## config.mk

```make
export PLATFORM = sky130hd
export DESIGN_NAME = gray_input_decoder
export DESIGN_NICKNAME = d
export VERILOG_FILES = /design/src/rtl/gray_input_decoder.sv
export SDC_FILE = /design/constraint.sdc
export NUM_CORES = 1
export LEC_CHECK = 0
export BUFFER_PORTS_ARGS = -buffer_cell sky130_fd_sc_hd__buf_2
export CORE_ASPECT_RATIO = 0.5
export CORE_MARGIN = 10
export CORE_UTILIZATION = 50
export DETAILED_ROUTE_END_ITERATION = 16
export MAX_ROUTING_LAYER = met4
export PLACE_DENSITY_LB_ADDON = 0.3
export SYNTH_ARGS = -nofsm -noshare
export SYNTH_HDL_FRONTEND = slang
export SYNTH_SLANG_ARGS = --single-unit
```

## constraint.sdc

```tcl
create_clock -name clk -period 11.9 [get_ports clk]
set_clock_uncertainty 0.05 [all_clocks]
set_input_delay 0.595 -clock clk [delete_from_list [all_inputs] [get_ports clk]]
set_output_delay 0.595 -clock clk [all_outputs]
set_load 0.1 [all_outputs]
```

## src/rtl/gray_input_decoder.sv

```systemverilog
// Gray-coded pin reader: two-flop synchroniser, stability filter, Gray-to-binary
// conversion and classification of each accepted change as up, down or skip.
module gray_input_decoder #(
    parameter int BITS      = 8,
    parameter int LOG2DELAY = 16
) (
    input  logic            clk,
    input  logic            resetn,
    input  logic [BITS-1:0] gray_in,
    output logic [BITS-1:0] bin_out,
    output logic            valid,
    output logic            up,
    output logic            down,
    output logic            skip_err,
    output logic [7:0]      err_count
);

    localparam logic [LOG2DELAY-1:0] CNT_MAX = {LOG2DELAY{1'b1}};
    localparam logic [LOG2DELAY-1:0] CNT_ACC = {{(LOG2DELAY-1){1'b1}}, 1'b0};
    localparam logic [BITS-1:0]      ONE     = {{(BITS-1){1'b0}}, 1'b1};
    localparam logic [BITS-1:0]      ALL1    = {BITS{1'b1}};

    logic [BITS-1:0]      s1, s2;
    logic [BITS-1:0]      cand;
    logic [LOG2DELAY-1:0] cnt;
    logic [BITS-1:0]      acc_gray;
    logic                 primed;

    logic                 accept;
    logic [BITS-1:0]      new_bin;
    logic [BITS-1:0]      diff;

    function automatic logic [BITS-1:0] gray2bin(input logic [BITS-1:0] g);
        logic [BITS-1:0] b;
        b[BITS-1] = g[BITS-1];
        for (int i = BITS - 2; i >= 0; i--) begin
            b[i] = b[i+1] ^ g[i];
        end
        return b;
    endfunction

    // Accept fires on the edge where the counter reaches its maximum, so once per stable period.
    always_comb begin
        accept  = 1'b0;
        new_bin = gray2bin(cand);
        diff    = new_bin - bin_out;
        if ((s2 == cand) && (cnt == CNT_ACC)) begin
            accept = 1'b1;
        end
    end

    always_ff @(posedge clk or negedge resetn) begin
        if (!resetn) begin
            s1   <= '0;
            s2   <= '0;
            cand <= '0;
            cnt  <= '0;
        end else begin
            s1 <= gray_in;
            s2 <= s1;
            if (s2 != cand) begin
                cand <= s2;
                cnt  <= '0;
            end else if (cnt != CNT_MAX) begin
                cnt <= cnt + 1'b1;
            end
        end
    end

    always_ff @(posedge clk or negedge resetn) begin
        if (!resetn) begin
            acc_gray  <= '0;
            primed    <= 1'b0;
            bin_out   <= '0;
            valid     <= 1'b0;
            up        <= 1'b0;
            down      <= 1'b0;
            skip_err  <= 1'b0;
            err_count <= '0;
        end else begin
            valid    <= 1'b0;
            up       <= 1'b0;
            down     <= 1'b0;
            skip_err <= 1'b0;
            if (accept) begin
                primed <= 1'b1;
                if (cand != acc_gray) begin
                    acc_gray <= cand;
                    bin_out  <= new_bin;
                    valid    <= 1'b1;
                    // The first word after reset only establishes a reference position.
                    if (primed) begin
                        if (diff == ONE) begin
                            up <= 1'b1;
                        end else if (diff == ALL1) begin
                            down <= 1'b1;
                        end else begin
                            skip_err <= 1'b1;
                            if (err_count != 8'hFF) begin
                                err_count <= err_count + 8'd1;
                            end
                        end
                    end
                end
            end
        end
    end

endmodule

```

# Word level (Yosys, flattened, before mapping)
# Index checks and enable logic that the tools add are counted.
dict set report totals {
  register_bits 69
  input_bits 10
  word_cells 55
  output_inout_bits 20
}
dict set report op_classes {
  n_eq_ne 8
  n_bitwise 9
  addsub 3
  n_mux 19
  reduce_logical 4
}
# op count
set op_table {}
lappend op_table {{$mux 16} 2}
lappend op_table {{$mux 1} 17}
lappend op_table {{$add 16x1->16 const B} 1}
lappend op_table {{$eq 16x16->1 const B} 1}
lappend op_table {{$ne 16x16->1 const B} 1}
lappend op_table {{$ne 8x8->1} 2}
lappend op_table {{$add 8x1->8 const B} 1}
lappend op_table {{$eq 8x1->1 const B} 1}
lappend op_table {{$eq 8x8->1} 1}
lappend op_table {{$eq 8x8->1 const B} 1}
lappend op_table {{$ne 8x8->1 const B} 1}
lappend op_table {{$sub 8x8->8} 1}
lappend op_table {{$xor 1x1->1} 7}
lappend op_table {{$reduce_and 6->1} 1}
lappend op_table {{$not 1->1} 2}
lappend op_table {{$reduce_and 2->1} 1}
lappend op_table {{$reduce_bool 2->1} 1}
lappend op_table {{$logic_and 1x1->1} 1}

# Longest topological paths before layout
# Gate-level depths: netlist (run 1).
dict set report logic_depth {
  ltp_word 14
  ltp_mapped 16
  ltp_nobuf 15
}

# Worst setup path after synthesis (run 1)
# No wires, ideal clock.
dict set report synth_timing {
  kind {reg-to-reg}
  from {register cand[7]}
  to {register err_count[6]}
  path_buffers 0
  setup_time_ns 0.128
  period_less_slack_ns 4.197
  required_time_ns 11.722
  path_stages_with_launch 16
  setup_slack_ns 7.703
  arrival_ns 4.019
  cell_sequence {dfrtp_1 xor2_1 xnor2_1 xnor2_1 xor2_1 xor2_1 xnor2_1 ha_1 fa_1 nor2b_1 o31a_1 nor4_1 a311oi_1 nor4_2 nor4bb_1 mux2_1}
}
dict set report synth_between {
  elab_chain_cells 11
  elab_cells_between_ends 17
  classes_between {add/sub (1); eq/ne (4); mux (1); bitwise (9); reduce/logical (2)}
}
# item line_no
set synth_lines {}
lappend synth_lines {{start, declared} 24} ;# logic [BITS-1:0] cand;
lappend synth_lines {{start signal, assigned} 56} ;# cand <= '0;
lappend synth_lines {{start signal, assigned} 62} ;# cand <= s2;
lappend synth_lines {{$xor 1x1->1 *} 37} ;# b[i] = b[i+1] ^ g[i];
lappend synth_lines {{named net new_bin[6]} 30} ;# logic [BITS-1:0] new_bin;
lappend synth_lines {{$xor 1x1->1 * (3 in series)} 37}
lappend synth_lines {{named net new_bin[3]} 30}
lappend synth_lines {{$xor 1x1->1 *} 37}
lappend synth_lines {{named net new_bin[2]} 30}
lappend synth_lines {{$xor 1x1->1 *} 37}
lappend synth_lines {{named net new_bin[1]} 30}
lappend synth_lines {{$xor 1x1->1} 37}
lappend synth_lines {{$sub 8x8->8 *} 46} ;# diff = new_bin - bin_out;
lappend synth_lines {{$eq 8x8->1 or $eq 8x1->1 (tied branches)} {95, 93}}
lappend synth_lines {{$not 1->1 (no line)} -}
lappend synth_lines {{$reduce_and 6->1 (no line) *} -}
lappend synth_lines {{end signal, assigned} 100} ;# err_count <= err_count + 8'd1;
lappend synth_lines {{end, declared} 15} ;# output logic [7:0] err_count
# The timed path passes the listed nets; every way through them passes the cells marked *.
# A chain may end at the register's enable or synchronous reset.

# Worst setup path after layout (run 1)
# Ends and elaborated chain as after synthesis.

==> summary.md, run 1 <==
| Metric | Value |
|---|---|
| Result of the run | `complete, no violations` |
| Async set-or-reset flop fraction in the synthesized netlist | `1.00` |
| Number of port buffers | `29` |
| Vias per cell | `5.15` |
| Register-to-Register Setup Slack | `7.10 ns` |
| Detail-routed net length per standard cell | `about 15 um` |
| Kind of start point of the critical path | `flop` |
| Endpoint of the worst setup timing path | `err_count[6]` |
| Portion of netlist area occupied by mux cells | `0.0379` |
| Crit Reg-Reg Startpoint | `cand[7]` |
| Dominant synthesized flop cell | `dfrtp_1` |
| Largest vdd supply drop | `0.0608 mV` |
| Synth Area in Adders | `0.0444` |
| Hold buffer count at cts | `0` |
| Hold Vio Cnt, Final | `0` |
| Total die area | `roughly 0.010 mm2` |
| Count of standard-cell rows | `20` |
| Post-Syn Area | `0.00327 mm2` |
| Dominant combinational cell family by area after synthesis | `simple AND/OR/NAND/NOR gates` |
| Net count of the mapped netlist | `313` |
| Startpoint of the worst setup timing path | `cand[7]` |
| Crit-path slowest cell | `nor4_2` |
| Total setup violations reported at the end of the flow | `0` |
| Arrival time worst endpoint | `about 5.0 ns` |
| Area of placed instances | `between 0.003 and 0.004 mm2` |
| Count of boundary I/O pins | `30` |
| Required @ worst endpoint | `around 12 ns` |
| Final standard cell area without fillers | `approximately 0.0037 mm2` |
| Number of buffers inserted by post-CTS setup repair | `0` |
| Sinks on the clock net | `about 70` |
| Final WL | `approximately 6 mm` |
| Weighted congestion at the end of routability-driven global placement | `0.839` |
| Via count of the first global-routing pass | `around 2.2k` |
| #FFs+latches synth | `a little under 70` |
| Violation count after the first detailed-route iteration | `approximately 160` |
| Combined global-route utilization of all metal layers | `0.128` |
| Cell taking the most area after synthesis | `dfrtp_1` |
| Fin nets | `~340` |
| Largest stage delay on the critical path | `about 0.9 ns` |
| Global-route wire length before repair | `10.7 mm` |
| Die height | `between 70 and 80 um` |
| Worst slew pin tran | `between 0.9 and 1 ns` |
| Average footprint of a synthesized cell | `around 11 um2` |
| Yosys warns | `0` |
| Skew-Pair Late Insertion Delay | `around 0.32 ns` |
| Fraction of the mapped netlist area in compound gates | `0.0735` |
| CTS buffer count | `9` |
| Sequential cell area fraction in the yosys report | `0.520` |
| Antenna Diode Count | `0` |
| Final period demand of the worst path | `4.80 ns` |
| Max-slew headroom at the worst pin | `0.332` |
| Clock tree from TritonCTS | `yes` |
| Number of remaining DRC errors | `0` |
| Largest cells by area after synthesis | `dfrtp_1 52%, xor2_1 7.2%, xnor2_1 4.3%` |
| Most frequent cell after synthesis | `dfrtp_1` |
| Worst min-delay path category | `flop to flop` |
| Maximum fanout encountered on the critical timing path | `9` |
| Critical register-to-register path endpoint | `err_count[6]` |
| Top cells by count, synth | `68 x dfrtp_1, 27 x xor2_1, 25 x nor2_1` |
| Setup repair after global routing missed its margin | `false` |
| Xor and xnor fraction of the mapped netlist area | `0.115` |
| Max Root-Sink Buffers | `2` |
| Count of different cell masters after synthesis | `48` |
| Total via count in the routed design | `between 2k and 2.5k` |
| Initial Util | `0.527` |
| Fraction of the mapped netlist area in simple logic gates | `0.169` |
| Final standard cell utilization of the core | `0.603` |
| Number of nets with antenna violations after routing | `0` |
| Die boundary width | `around 130 um` |
| Fin crit share | `0.403` |
| FF-to-FF path depth | `15` |
| Library cell used as clock root buffer | `clkbuf_16` |
| Pins over their slew limit | `0` |
| Count of H-tree levels built during CTS | `3` |
| Half-perimeter wire length after placement | `approximately 4.3 mm` |
| Number of antenna violations at the first check in global routing | `0` |
| Lkg Pwr | `about 1.7 nW` |
| Final total negative setup slack | `0 ns` |
| Worst Setup End Kind | `flop` |
| 1st-pass router iterations | `4` |
| Clock transition time at the flip-flop clock pins of the worst setup and hold paths | `roughly 0.060 ns` |
| Layout overhead on the synthesized area | `14.5%` |
| Maximum number of pins on one net before global-route repair | `69` |
| Critical path, cell by cell | `xor2_1 > xnor2_1 > xnor2_1 > xor2_1 > xor2_1 > xnor2_1 > ha_1 > fa_1 > nor2b_1 > o31a_1 > nor4_1 > a311oi_1 > nor4_2 > nor4bb_1 > mux2_1` |
| Pwr per Cell Area | `147 mW/mm2` |
| Critical path start-end classification | `flop to flop` |
| Number of violations of the max-capacitance limit | `0` |
| Number of flops mapped to enable cells by yosys | `0` |
| Sum of overflow across all layers after global routing | `0` |
| Count of mapped cells out of synthesis | `292` |
| Share of Yosys cell area claimed by the top area cell type | `0.520` |
| Fmax | `around 210 MHz` |
| Post_cts resized | `0` |
| Area of the placeable core | `approximately 0.0062 mm2` |
| Layout cell share with drive strength beyond 1 | `0.214` |
[layout make-up]
class / count / area, um2
inverters: 16 / 60.1
flip-flops and latches: 68 / 1700
multi-input cells: 193 / 1440
repair buffers: 30 / 153
fillers: 523 / 2460
clock inverters: 6 / 40.0
well taps: 88 / 110
clock buffers: 10 / 239
[power by group]
part           internal [mW]  leakage (nW)  switching [mW]
logic                 0.0272         0.706          0.0410
clock network          0.146         0.138          0.0977
registers              0.236         0.895         0.00390
[state kept, by name, summed over array words and instances (netlist names)]
name and cells:
cnt 16, valid 1, skip_err 1, s2 8, cand 8, s1 8
bin_out 8, err_count 8, primed 1, acc_gray 7, down 1, up 1
[per-stage QoR]
| step | hold WS, ns | setup slack (ns) | cells | power (mW) |
|---|---|---|---|---|
| finish | 0.298 | 7.10 | 411 | 0.551 |
| global route | 0.305 | 6.73 | 411 | 0.577 |
| CTS | 0.300 | 7.10 | 411 | 0.555 |
| detailed placement | 0.285 | 7.13 | 395 | 0.311 |
| global placement | 0.282 | 7.46 | 395 | 0.310 |
| floorplan | 0.249 | 7.70 | 292 | 0.295 |
[kinds of logic (layout without fill, tap and decap cells)]
family | Yosys count | after routing
AND/OR/NAND/NOR | 91 | 91
XOR/XNOR | 43 | 43
AO/OA/AOI/OAI | 37 | 37
multiplexers | 11 | 11
adder cells (fa/ha/maj) | 11 | 11
buffers and inverters | 31 | 62
flip-flops | 68 | 68
[cell usage in the layout (no fill, tap or decap), types with 2 or more instances in the layout]
cell type  count
a21o_1         2
inv_1         16
mux2_2         9
clkinv_2       3
a311oi_1       2
dfrtp_1       68
and3_1         3
a211oi_1       3
nor4_1         2
nand2_1       12
clkbuf_16      9
nand2b_1       2
buf_2         29
ha_1          10
nor2b_1        3
mux2_1         2
o21a_1         3
xnor2_1       16
nand3_1       11
nor2_1        25
o21ai_0        8
and4_1         2
nor4_2         7
o21ai_1        3
nor3b_1        2
or3_1          3
and2_1         2
nand4_1        6
xor2_1        27
clkinv_4       2
a21oi_1       11
nor3_1         2
[worst min path at each step]
stage / from / to / slack (ns) / cells past startpoint
CTS: s1[5] / s2[5] / 0.30 / 0
finish: s1[5] / s2[5] / 0.30 / 0
floorplan: resetn / acc_gray[0] / 0.25 / 0
global route: s1[5] / s2[5] / 0.30 / 0
global placement: s1[3] / s2[3] / 0.28 / 0
detailed placement: s1[1] / s2[1] / 0.28 / 0
[layer usage]
| metal | GRT usage | share of wire | vias up |
|---|---|---|---|
| li1 | - | - | 1057 |
| met2 | 0.211 | 0.50 | 27 |
| met3 | 0.0416 | 0.033 | 11 |
| met4 | 0.0421 | 0.015 | 0 |
| met1 | 0.145 | 0.45 | 1020 |
| met5 | - | 0 | - |
[critical path: cells and delay by family, from the launching register on]
family                   cells  cell delay, ns
XOR/XNOR                     6            1.71
AND/OR/NAND/NOR              4            1.33
flip-flops                   1            0.44
adder cells (fa/ha/maj)      2            0.43
AO/OA/AOI/OAI                2            0.39
multiplexers                 1            0.35
Power figures use the tool's default switching activity.
==> run 2, diff against run 1 <==
==> constraint.sdc (replaced) <==
create_clock -name clk -period 3.9 [get_ports clk]
set_clock_uncertainty 0.05 [all_clocks]
set_input_delay 0.195 -clock clk [delete_from_list [all_inputs] [get_ports clk]]
set_output_delay 0.195 -clock clk [all_outputs]
set_load 0.1 [all_outputs]
==> run 2 against run 1 <==
- wire length is 8.9% higher
- sequential power grew to 3.1 times the previous value
- clock power grew to 3.6 times the previous value
- first-iteration DRC count is 19% lower
- power grew to 3.4 times the previous value
- critical path depth is 1 higher
- global-route usage is 0.45 points higher
- critical endpoint unchanged
==> summary.md, run 2 (synthesis gave the netlist of run 1 again) <==
| Metric | Value |
|---|---|
| Worst slew pin tran | `~0.65 ns` |
| Arrival time worst endpoint | `approximately 4.0 ns` |
| CTS buffer count | `9` |
| Kind of start point of the critical path | `flop` |
| Pins over their slew limit | `0` |
| Switching pwr | `0.466 mW` |
| Pwr per Cell Area | `~460 mW/mm2` |
| Fmax | `approximately 260 MHz` |
| 1st-pass router iterations | `4` |
| Clock transition time at the flip-flop clock pins of the worst setup and hold paths | `around 0.060 ns` |
| Area of placed instances | `around 0.0036 mm2` |
| Count of H-tree levels built during CTS | `3` |
| Most common cell after layout, fill and taps aside | `dfrtp_1` |
| Fraction of power consumed by sequential logic | `0.390` |
| Die boundary width | `between 100 and 150 um` |
| Critical path, cell by cell | `xor2_2 > xnor2_2 > xnor2_2 > xor2_1 > xor2_1 > xnor2_1 > ha_2 > fa_2 > nor2b_2 > o31a_1 > nor4_1 > a311oi_1 > buf_4 > nor4_4 > nor4bb_1 > mux2_1` |
| Max-slew headroom at the worst pin | `0.566` |
| Result of the run | `complete, no violations` |
| Layout overhead on the synthesized area | `25.1%` |
| Area of the placeable core | `~0.0062 mm2` |
| Cell-internal power | `1.40 mW` |
| Sum of overflow across all layers after global routing | `0` |
| Violation count after the first detailed-route iteration | `approximately 130` |
| Critical path start-end classification | `flop to flop` |
| Antenna Diode Count | `0` |
| Initial Util | `0.527` |
| Cell Count, Final, Fillers Out | `~440` |
| Vias per cell | `5.26` |
| Worst Setup End Kind | `flop` |
| Worst min-delay path category | `flop to flop` |
| Most frequent cells in the layout | `68 x dfrtp_1, 29 x buf_2, 26 x xor2_1` |
| Half-perimeter wire length after placement | `roughly 4.6 mm` |
| Combined global-route utilization of all metal layers | `0.133` |
| Required @ worst endpoint | `around 4.1 ns` |
| Global-route wire length before repair | `11.0 mm` |
| Post-placement cell count | `406` |
| Clock tree from TritonCTS | `yes` |
| Final period demand of the worst path | `3.88 ns` |
| Count of standard-cell rows | `20` |
| Final standard cell utilization of the core | `0.659` |
| Proportion of total power due to net switching | `0.250` |
| Sinks on the clock net | `68` |
| Weighted congestion at the end of routability-driven global placement | `0.833` |
| Largest vdd supply drop | `between 0.2 and 0.25 mV` |
| Library cell used as clock root buffer | `clkbuf_16` |
| Maximum number of pins on one net before global-route repair | `42` |
| Total via count in the routed design | `between 2k and 2.5k` |
| Maximum fanout encountered on the critical timing path | `4` |
| Number of port buffers | `29` |
| Total setup violations reported at the end of the flow | `0` |
| Total die area | `between 0.01 and 0.015 mm2` |
| Fin nets | `364` |
| Layout cell share with drive strength beyond 1 | `0.267` |
| Register ranked first by flip-flop count | `cnt` |
| Crit-path slowest cell | `dfrtp_1` |
| Largest stage delay on the critical path | `about 0.40 ns` |
| Fin crit share | `0.994` |
| Gate power share | `0.144` |
| Final WL | `between 6 and 7 mm` |
| Skew-Pair Late Insertion Delay | `around 0.33 ns` |
| Flip-flop count of the largest register after layout | `16` |
| Number of antenna violations at the first check in global routing | `0` |
| Final standard cell area without fillers | `between 0.004 and 0.005 mm2` |
| Hold Vio Cnt, Final | `0` |
| Die height | `77.2 um` |
| Detail-routed net length per standard cell | `roughly 15 um` |
| Clock network fraction of total power | `0.466` |
| Count of boundary I/O pins | `30` |
| Number of remaining DRC errors | `0` |
| Via count of the first global-routing pass | `roughly 2.3k` |
| Max Root-Sink Buffers | `2` |
| Number of nets with antenna violations after routing | `0` |
| Setup repair after global routing missed its margin | `true` |
| Lkg Pwr | `approximately 1.9 nW` |
| Hold Slack | `approximately 0.3 ns` |
| Number of violations of the max-capacitance limit | `0` |
==> run 2: worst max-delay path: cells and delay by family, from the launching register on <==
kind,cells,cell delay [ns]
compound gates,2,0.45
xor+xnor,6,1.19
fa+ha+maj,2,0.56
buf+inv,1,0.18
flops,1,0.40
mux,1,0.36
simple gates,4,0.54
==> run 2: final cells by class <==
cell class | instances | area, um2
clock inverters | 7 | 98.8
well taps | 88 | 110
clock buffers | 9 | 225
flip-flops and latches | 68 | 1700
fillers | 472 | 2110
repair buffers | 55 | 363
inverters | 16 | 60.1
multi-input cells | 193 | 1530
==> run 2: what timing repair did <==
item                                    4_1_cts  5_1_grt
hold endpoints to repair                     35        0
hold buffers                                  9        0
pin swaps                                     4        7
setup buffers                                 1        4
gates resized for setup                       0        7
endpoints found under the setup margin        4        8
==> run 2: final timing paths <==
path / start / to / slack [ns] / cells past startpoint
max: cand[7] / err_count[6] / 0.02 / 16
min: s1[1] / s2[1] / 0.29 / 0
max reg2reg: cand[7] / err_count[6] / 0.02 / 16
min reg2reg: s1[1] / s2[1] / 0.29 / 0
max in group asynchronous: resetn / cnt[0] / 2.47 / 3
min in group asynchronous: resetn / s2[4] / 0.37 / 2
==> run 2: power groups by stage <==
stage	clock, mW	sequential, mW	combinational (mW)
floorplan	0	0.740	0.175
global placement	0	0.742	0.235
detailed placement	0	0.742	0.244
CTS	0.885	0.730	0.254
global route	0.917	0.731	0.295
finish	0.871	0.730	0.268
==> run 2: metrics by stage <==
step | TNS (ns) | worst slack [ns] | power [mW]
floorplan | -0.125 | -0.0625 | 0.915
global placement | 0 | 0.103 | 0.977
detailed placement | -0.0508 | -0.0502 | 0.986
CTS | 0 | 0.000293 | 1.87
global route | -0.565 | -0.157 | 1.94
finish | 0 | 0.0215 | 1.87
==> run 2: layer usage <==
metal,vias to the layer above,GRT usage,routed length [um]
met1,1135,0.143,2830
met3,12,0.0429,279
met2,35,0.229,3380
li1,1110,-,-
met5,-,-,0
met4,0,0.0421,111
